**config.mk**
```make
export PLATFORM = sky130hd
export DESIGN_NAME = cmd_response_receiver
export DESIGN_NICKNAME = d
export VERILOG_FILES = /design/src/rtl/cmd_response_receiver.sv
export SDC_FILE = /design/constraint.sdc
export NUM_CORES = 1
export LEC_CHECK = 0
export ABC_CLOCK_PERIOD_IN_PS = 2600
export CORE_ASPECT_RATIO = 0.8
export CORE_MARGIN = 8
export CORE_UTILIZATION = 40
export DETAILED_ROUTE_END_ITERATION = 8
export DONT_BUFFER_PORTS = 1
export GPL_TIMING_DRIVEN = 0
export SETUP_SLACK_MARGIN = 0.1
export SLEW_MARGIN = 25
export SYNTH_ARGS = -nofsm -noshare
export SYNTH_HDL_FRONTEND = slang
export SYNTH_SLANG_ARGS = --single-unit
export TNS_END_PERCENT = 20
```
**constraint.sdc**
```tcl
create_clock -name sd_clock -period 2.6 [get_ports sd_clock]
set_input_delay 0.13 -clock sd_clock [delete_from_list [all_inputs] [get_ports sd_clock]]
set_output_delay 0.13 -clock sd_clock [all_outputs]
set_load 0.01 [all_outputs]
```
**src/rtl/cmd_response_receiver.sv**
```systemverilog
// cmd_response_receiver: serial-to-parallel receiver for the SD CMD line.
// After a command goes out it hunts for the response start bit, shifts in a
// short (48-bit) or long (136-bit, R2) response, and checks the end bit and CRC7.
// It then holds the result for the control FSM until the session is dropped.
module cmd_response_receiver #(
  parameter int TIMEOUT_CYCLES = 64,
  parameter int SHORT_LEN      = 48,
  parameter int LONG_LEN       = 136
) (
  input  logic                sd_clock,
  input  logic                reset,
  input  logic                enable_stp_wrapper,
  input  logic                long_response,
  input  logic                cmd_in,
  output logic [LONG_LEN-1:0] pad_response,
  output logic                reception_complete,
  output logic                no_response,
  output logic                crc_error,
  output logic                end_bit_error
);

  localparam int TO_W  = $clog2(TIMEOUT_CYCLES + 1);
  localparam int CNT_W = $clog2(LONG_LEN + 1);

  localparam logic [TO_W-1:0]  TO_MAX     = TO_W'(TIMEOUT_CYCLES);
  localparam logic [TO_W-1:0]  TO_LAST    = TO_W'(TIMEOUT_CYCLES - 1);
  localparam logic [CNT_W-1:0] SHORT_LAST = CNT_W'(SHORT_LEN - 1);
  localparam logic [CNT_W-1:0] LONG_LAST  = CNT_W'(LONG_LEN - 1);
  // CRC window as received-bit indices (start bit is index 0). The short
  // window nominally includes the start bit, but it is always 0 and the CRC
  // register is cleared when it arrives, so starting at index 1 is equivalent.
  // The long window skips the 8-bit header (start, transmission, reserved).
  localparam logic [CNT_W-1:0] CRC_LO_S   = CNT_W'(1);
  localparam logic [CNT_W-1:0] CRC_HI_S   = CNT_W'(SHORT_LEN - 9);
  localparam logic [CNT_W-1:0] CRC_LO_L   = CNT_W'(8);
  localparam logic [CNT_W-1:0] CRC_HI_L   = CNT_W'(LONG_LEN - 9);

  typedef enum logic [2:0] {
    S_IDLE,
    S_WAIT_START,
    S_RECEIVE,
    S_DONE,
    S_TIMEOUT
  } state_t;

  state_t              r_state;
  logic                r_len_sel;
  logic [TO_W-1:0]     r_to_cnt;
  logic [CNT_W-1:0]    r_bit_cnt;
  logic [6:0]          r_crc;
  logic [LONG_LEN-2:0] r_shift;
  logic [LONG_LEN-1:0] r_pad;
  logic                r_cmpl;
  logic                r_no_resp;
  logic                r_crc_err;
  logic                r_end_err;

  logic [LONG_LEN-1:0] w_next_shift;
  logic [LONG_LEN-1:0] w_frame;
  logic [CNT_W-1:0]    w_last_idx;
  logic [CNT_W-1:0]    w_crc_lo;
  logic [CNT_W-1:0]    w_crc_hi;
  logic                w_crc_en;
  logic [6:0]          w_crc_next;

  // Serial CRC7, polynomial x^7 + x^3 + 1, MSB-first.
  function automatic logic [6:0] crc7_step(input logic [6:0] c, input logic b);
    logic fb;
    fb = c[6] ^ b;
    return {c[5:0], 1'b0} ^ (fb ? 7'h09 : 7'h00);
  endfunction

  assign w_next_shift = {r_shift, cmd_in};
  assign w_last_idx   = r_len_sel ? LONG_LAST : SHORT_LAST;
  assign w_crc_lo     = r_len_sel ? CRC_LO_L  : CRC_LO_S;
  assign w_crc_hi     = r_len_sel ? CRC_HI_L  : CRC_HI_S;
  assign w_crc_en     = (r_bit_cnt >= w_crc_lo) && (r_bit_cnt <= w_crc_hi);
  assign w_crc_next   = w_crc_en ? crc7_step(r_crc, cmd_in) : r_crc;
  // Short frames are right-aligned with the unused upper bits forced to zero.
  assign w_frame      = r_len_sel ? w_next_shift
                                  : LONG_LEN'(w_next_shift[SHORT_LEN-1:0]);

  // Receive FSM: start-bit hunt, shift/CRC, completion and timeout reporting.
  always_ff @(posedge sd_clock) begin
    if (reset) begin
      r_state   <= S_IDLE;
      r_len_sel <= 1'b0;
      r_to_cnt  <= '0;
      r_bit_cnt <= '0;
      r_crc     <= '0;
      r_shift   <= '0;
      r_pad     <= '0;
      r_cmpl    <= 1'b0;
      r_no_resp <= 1'b0;
      r_crc_err <= 1'b0;
      r_end_err <= 1'b0;
    end else if ((r_state != S_IDLE) && !enable_stp_wrapper) begin
      // Session dropped: abandon whatever was in flight, report nothing.
      r_state   <= S_IDLE;
      r_to_cnt  <= '0;
      r_bit_cnt <= '0;
      r_crc     <= '0;
      r_pad     <= '0;
      r_cmpl    <= 1'b0;
      r_no_resp <= 1'b0;
      r_crc_err <= 1'b0;
      r_end_err <= 1'b0;
    end else begin
      case (r_state)
        S_IDLE: begin
          if (enable_stp_wrapper) begin
            r_len_sel <= long_response;
            r_to_cnt  <= '0;
            r_shift   <= '0;
            r_state   <= S_WAIT_START;
          end
        end
        S_WAIT_START: begin
          if (!cmd_in) begin
            // Start bit wins even on the edge that would have timed out.
            r_shift   <= w_next_shift[LONG_LEN-2:0];
            r_bit_cnt <= CNT_W'(1);
            r_crc     <= '0;
            r_state   <= S_RECEIVE;
          end else begin
            if (r_to_cnt != TO_MAX) begin
              r_to_cnt <= r_to_cnt + 1'b1;
            end
            if (r_to_cnt == TO_LAST) begin
              r_state   <= S_TIMEOUT;
              r_no_resp <= 1'b1;
              r_pad     <= '0;
            end
          end
        end
        S_RECEIVE: begin
          r_shift   <= w_next_shift[LONG_LEN-2:0];
          r_bit_cnt <= r_bit_cnt + 1'b1;
          r_crc     <= w_crc_next;
          if (r_bit_cnt == w_last_idx) begin
            // CRC window ended well before the CRC field, so r_crc is final.
            r_state   <= S_DONE;
            r_pad     <= w_frame;
            r_cmpl    <= 1'b1;
            r_end_err <= ~cmd_in;
            r_crc_err <= (r_crc != w_next_shift[7:1]);
          end
        end
        S_DONE, S_TIMEOUT: begin
          r_state <= r_state;
        end
        default: begin
          r_state <= S_IDLE;
        end
      endcase
    end
  end

  assign pad_response       = r_pad;
  assign reception_complete = r_cmpl;
  assign no_response        = r_no_resp;
  assign crc_error          = r_crc_err;
  assign end_bit_error      = r_end_err;

endmodule

```
## After elaboration in Yosys (flattened, before gate mapping)

Cells that the tools add are included.

- $add $sub $neg: 2
- $mul: 0
- Div/mod/pow operators: 0
- Order comparisons: 2
- Equality and inequality tests: 16
- Shift operators: 0
- Multiplexer cells: 26
- Bitwise gates (word level): 5
- Reduce and logical (&&, ||, !) cells: 19

Operator list:

| operator | number |
|---|---|
| 136-bit two-way mux | 4 |
| 135-bit case mux with 3 select lines | 1 |
| 136-bit case mux with 2 select lines | 1 |
| 135-bit two-way mux | 2 |
| 7-bit two-way mux | 6 |
| 7-bit case mux with 2 select lines | 2 |
| 8-bit two-way mux | 2 |
| 8-bit case mux with 2 select lines | 1 |
| 4-bit AND reduction | 4 |
| 2-bit inequality test (second input constant) | 7 |
| 3-bit two-way mux | 4 |
| 3-bit case mux with 4 select lines | 1 |
| 3-bit AND reduction | 3 |
| 8-bit by 1-bit adder with 8-bit output (second input constant) | 1 |
| 8-bit equality test | 1 |
| 8-bit by 4-bit >= comparator with 1-bit output | 1 |
| 8-bit by 7-bit less-or-equal comparator with 1-bit output | 1 |
| 4-bit two-way mux | 2 |
| 7-bit by 1-bit adder with 7-bit output (second input constant) | 1 |
| 7-bit by 6-bit equality test with 1-bit output (second input constant) | 1 |
| 7-bit inequality test | 1 |
| 7-bit inequality test (second input constant) | 1 |
| 7-bit by 4-bit XOR with 7-bit output | 1 |
| 3-bit by 2-bit equality test with 1-bit output (second input constant) | 2 |
| 12 further kinds | 19 |

- Bits in registers: 301
- Bits in latches: 0
- RAM bits: 0
- Bits in read-only memories: 0
- Input port bits: 5
- Output and inout port bits: 140
- Logic and storage cells: 81
- Memories kept: 0

## Depth between registers and ports, before layout

- Depth in word-level cells: 5
- Mapped depth: 10
- Gate-level depth less buffers: 7

## Worst setup path before layout

Ideal clock, no wire load.

- Kind: register to register
- From: register r_len_sel
- To: register r_pad[28] (netlist: pad_response[28])
- Setup time: 0.117 ns
- Arrival time: 2.241 ns
- Required time: 2.483 ns
- Setup slack: 0.242 ns
- Cell stages (with the launch flop): 11
- Path buffers: 3
- Clock period less this slack: 2.358 ns
- Path through: dfxtp_1 inv_1 ha_1 or3_1 a2111o_1 o31ai_2 buf_6 nor2_2 buf_6 buf_6 a22o_1

- Longest elaborated chain between the ends: 4

RTL lines:

| what | RTL line | text |
|---|---|---|
| start, declared | 47 | `logic r_len_sel;` |
| start signal, assigned | 112 | `r_len_sel <= long_response;` |
| 8-bit two-way mux | 74 | `assign w_last_idx = r_len_sel ? LONG_LAST : SHORT_LAST;` |
| 8-bit equality test | 140 | `if (r_bit_cnt == w_last_idx) begin` |
| 2-bit inequality test (no line) | -- |  |
| 4-bit AND reduction (no line) | -- |  |
| end signal, assigned | 143 | `r_pad <= w_frame;` |
| end, declared | 52 | `logic [LONG_LEN-1:0] r_pad;` |

Every way passes these cells.
A chain may end at the register's enable or synchronous reset.

## Worst setup path after layout

- From: register r_bit_cnt[3]
- To: register r_pad[47] (netlist: pad_response[47])

- Longest elaborated chain between the ends: 3

RTL lines:

| what | RTL line | text |
|---|---|---|
| start, declared | 49 | `logic [CNT_W-1:0] r_bit_cnt;` |
| start signal, assigned | 138 | `r_bit_cnt <= r_bit_cnt + 1'b1;` |
| 8-bit equality test | 140 |  |
| 2-bit inequality test (no line) | -- |  |
| 4-bit AND reduction (no line) | -- |  |

Every way passes these cells.

==> results.rst <==
.. list-table::
   :header-rows: 1

   * - Metric
     - Value
   * - Status
     - completed
   * - Leftover overflow at the end of global routing
     - 0
   * - Post-detailed-placement cell area
     - 11100 µm²
   * - GRT Resource Usage Total
     - 16.5%
   * - Number of buffers added by the clock tree synthesis step
     - 30
   * - Endpoint of the most critical register-to-register path
     - pad_response[47]$_SDFFE_PP0P_
   * - Mapped Nets
     - 1152
   * - Final critical-path setup slack
     - 0.142 ns
   * - Routed WL
     - 27.3 mm
   * - Kind of cell with the highest combined delay on the critical path
     - compound AO/OA/AOI/OAI gates
   * - Final setup skew
     - 0.0201 ns
   * - Clock latency reported for the late side of the worst-skew pair
     - 0.55 ns
   * - Setup repair after global routing missed its margin
     - yes
   * - Antenna-violating nets left
     - 0
   * - Clock tree from TritonCTS
     - done
   * - Critical path endpoint category
     - flop
   * - Number of synthesized register bits
     - 301
   * - N_diodes
     - 0
   * - Post-synth design cell area
     - 10600 µm²
   * - Worst-path cell with the longest stage delay
     - a2111o_1
   * - # Max-Cap Violations
     - 0
   * - Layout overhead on the synthesized area
     - 17.0%
   * - Library cell with the highest instance count after synthesis
     - dfxtp_1
   * - Critical register-to-register path startpoint
     - r_bit_cnt[3]$_SDFFE_PP0P_
   * - Crit path arrival time
     - 2.89 ns
   * - Number of library cell types mapped by synthesis
     - 45
   * - Die Y
     - 162 µm
   * - Hold path endpoint
     - r_to_cnt[1]$_SDFFE_PP0P_
   * - Count of vias placed by the detailed router
     - 8442
   * - Inst Count DP
     - 1498
   * - Highest fanout seen on the critical path
     - 10
   * - Final routed wire length divided by cell count
     - 17.4 µm
   * - Initial detailed-routing violation count
     - 526
   * - Count of buffer and inverter cells on the critical path
     - 3
   * - Pwr/cell area
     - 781 nW/µm²
   * - Setup slack on the worst flop-to-flop path
     - 0.14 ns
   * - Vias in the first global route
     - 7861
   * - Number of cells on the worst hold path
     - 3
   * - Startpoint of the tightest hold check path
     - enable_stp_wrapper
   * - Kind of start point of the critical path
     - flop
   * - Number of detailed-routing iterations run before antenna repair
     - 5
   * - Min Clock Period, post-route
     - 2.46 ns
   * - Number of cells traversed by the worst register-to-register path
     - 9
   * - Initial cell density of the core
     - 40.5%
   * - Die Footprint
     - 32000 µm²
   * - Pins Over Slew Limit
     - 0
   * - Final setup fails
     - 0
   * - Sum Neg Setup Slack
     - 0 ns
   * - NumNets Final
     - 1198
   * - Initial antenna violation count
     - 0
   * - Cell Chain, Critical Path
     - ha_4, or3_4, a2111o_1, o31ai_4, buf_6, nor2_4, buf_8, buf_6, a22o_1
   * - Post-detailed-placement half-perimeter wirelength
     - 18.6 mm
   * - Buffer depth of the longest clock path
     - 3
   * - Most frequently used flop master after synthesis
     - dfxtp_1
   * - Data required time of the critical path
     - 3.04 ns
   * - Count of flip-flops with a built-in enable after synthesis
     - 0
   * - Crit Path Category
     - flop to flop
   * - Layout cells sized above 1
     - 9.50%
   * - Total power
     - 9.69 mW
   * - Via-to-Cell Ratio
     - 5.39
   * - Post-synthesis async set-or-reset flop share
     - 0%
   * - Number of core rows
     - 53
   * - CTS Sinks
     - 301
   * - CTS clk-pin slew, worst paths
     - 0.06 ns
   * - Quantity of I/O buffers inserted on ports
     - 0
   * - Routability cong.
     - 0.805
   * - Path category of the worst min-delay check
     - input pin to flop
   * - Top cells by area, synth
     - dfxtp_1 57%, a22oi_1 9.6%, nor2_1 5.7%
   * - CP most frequent cell
     - buf_6
   * - Width of the die
     - 198 µm
   * - DRC errors left
     - 0
   * - Top post-synthesis cells by count
     - 301 x dfxtp_1, 160 x nor2_1, 135 x a22oi_1, 99 x nand2_1
   * - Actual transition at the worst max-transition pin
     - 0.987 ns
   * - Portion of the clock cycle consumed by the worst path in the final layout
     - 94.5%
   * - Core area
     - 26200 µm²
   * - Worst slack at placement
     - -0.422 ns
   * - Most area-hungry cell type in the Yosys netlist
     - dfxtp_1
   * - Top cell type's share of synthesized area
     - 56.8%
   * - Global-route wire length before repair
     - 43.8 mm
   * - LEAKAGE
     - 4.41 nW
   * - Final std cells w/o fill
     - 1567
   * - Clock root buffer
     - clkbuf_16
   * - Number of warnings issued by yosys
     - 0
   * - Synthesized area divided by synthesized cell count
     - 9.30 µm²
   * - Peak clock frequency supported by timing
     - 407 MHz
   * - Post-synthesis sequential area ratio
     - 56.8%
   * - Final hold vios
     - 0
   * - Number of H-tree levels
     - 1
   * - Peak supply drop
     - 0.000613 V
   * - Worst rel slew slack
     - 33.8%
   * - Slowest Stage Delay on Critical Path
     - 0.48 ns
   * - Final cell area excluding filler cells
     - 12400 µm²
   * - Total I/O pin count
     - 145
   * - Cell count after synthesis
     - 1140
   * - Maximum number of pins on one net before global-route repair
     - 15
==> what timing repair did <==
item                                   in CTS  in global routing
buffers inserted                            3                  4
hold buffers                                4                  0
pin swaps                                   1                  3
endpoints found under the hold margin       5                  0
gates resized for setup                    18                 29
cloned                                      0                  2
setup endpoints to repair                 217                238
==> worst max-delay path by stage <==
stage	startpoint	end	slack, ns	cells past startpoint
after global routing	r_bit_cnt[0]$_SDFFE_PP0P_	r_crc[5]$_SDFFE_PP0P_	-0.02	7
after global placement	r_state[1]$_SDFFE_PP0P_	r_shift[9]$_SDFFE_PP0P_	-0.85	7
after CTS	r_state[2]$_SDFFE_PP0P_	r_to_cnt[6]$_SDFFE_PP0P_	0.04	5
final	r_bit_cnt[3]$_SDFFE_PP0P_	pad_response[47]$_SDFFE_PP0P_	0.14	9
after detailed placement	r_state[1]$_SDFFE_PP0P_	r_shift[11]$_SDFFE_PP0P_	-0.42	8
after floorplan	r_len_sel$_SDFFE_PP0P_	pad_response[28]$_SDFFE_PP0P_	0.24	10
==> cell type report <==
cell class	instances	area, µm²
clock inverter	10	156
sequential	301	6030
multi-input combinational	733	4190
inverter	7	28.8
tap	357	447
clock buffer	46	922
buffer	99	475
fill	2556	13800
timing repair buffer	14	163
==> worst reg2reg max path: cells and delay by family (launching register included) <==
kind / cells / cell delay [ns]
fa+ha+maj: 1 / 0.24
buf+inv: 3 / 0.49
simple gates: 2 / 0.39
compound gates: 3 / 0.82
flops: 1 / 0.42
==> stage by stage <==
stage	hold WS, ns	util [%]
floorplan	0.278	-
global placement	0.285	42.2
detailed placement	0.297	42.3
CTS	0.0362	46.8
global route	0.103	47.4
finish	0.0480	47.4
==> where the power goes <==
group / switching, mW / total [mW] / internal [mW]
registers: 0.0112 / 4.63 / 4.62
logic: 0.321 / 0.437 / 0.116
clock network: 1.79 / 4.62 / 2.83
==> placed cells by master, fill, tap and decap left out, types with 5 or more instances in the layout <==
master,netlist,final
clkbuf_16,0,33
clkbuf_1,76,66
a21oi_1,14,13
ha_1,7,6
dfxtp_1,301,299
xor2_1,14,14
a22oi_1,135,135
buf_4,1,9
buf_2,17,13
or3_1,7,6
a22o_1,55,55
nor2_1,160,158
nand2_1,99,99
inv_1,7,6
nand3_1,94,94
clkbuf_8,0,9
clkbuf_2,0,16
clkinv_2,0,5
o21ai_0,94,94
==> routing by layer <==
metal / GRT usage [%] / up-vias / wire, µm
met5: 0 / - / 0
met2: 24.9 / 180 / 11700
met4: 3.76 / 0 / 469
li1: - / 4161 / -
met1: 23.3 / 4063 / 13300
met3: 4.24 / 38 / 1810
==> kinds of logic (layout without fill, tap and decap cells) <==
group	after synthesis	count (layout)	share of synthesized area, %
simple gates	391	391	16.0
xor+xnor	15	15	1.24
fa+ha+maj	7	7	0.826
buf+inv	106	176	4.27
flops	301	301	56.8
mux	2	2	0.189
compound gates	318	318	20.7
==> flip-flops by register name, summed over array words and instances (netlist names) <==
name,flops
r_bit_cnt,8
r_crc,7
r_shift,135
r_to_cnt,7
crc_error,1
r_state,3
pad_response,136
no_response,1
r_len_sel,1
reception_complete,1
end_bit_error,1
No activity file was read; power rests on OpenSTA's default activity.
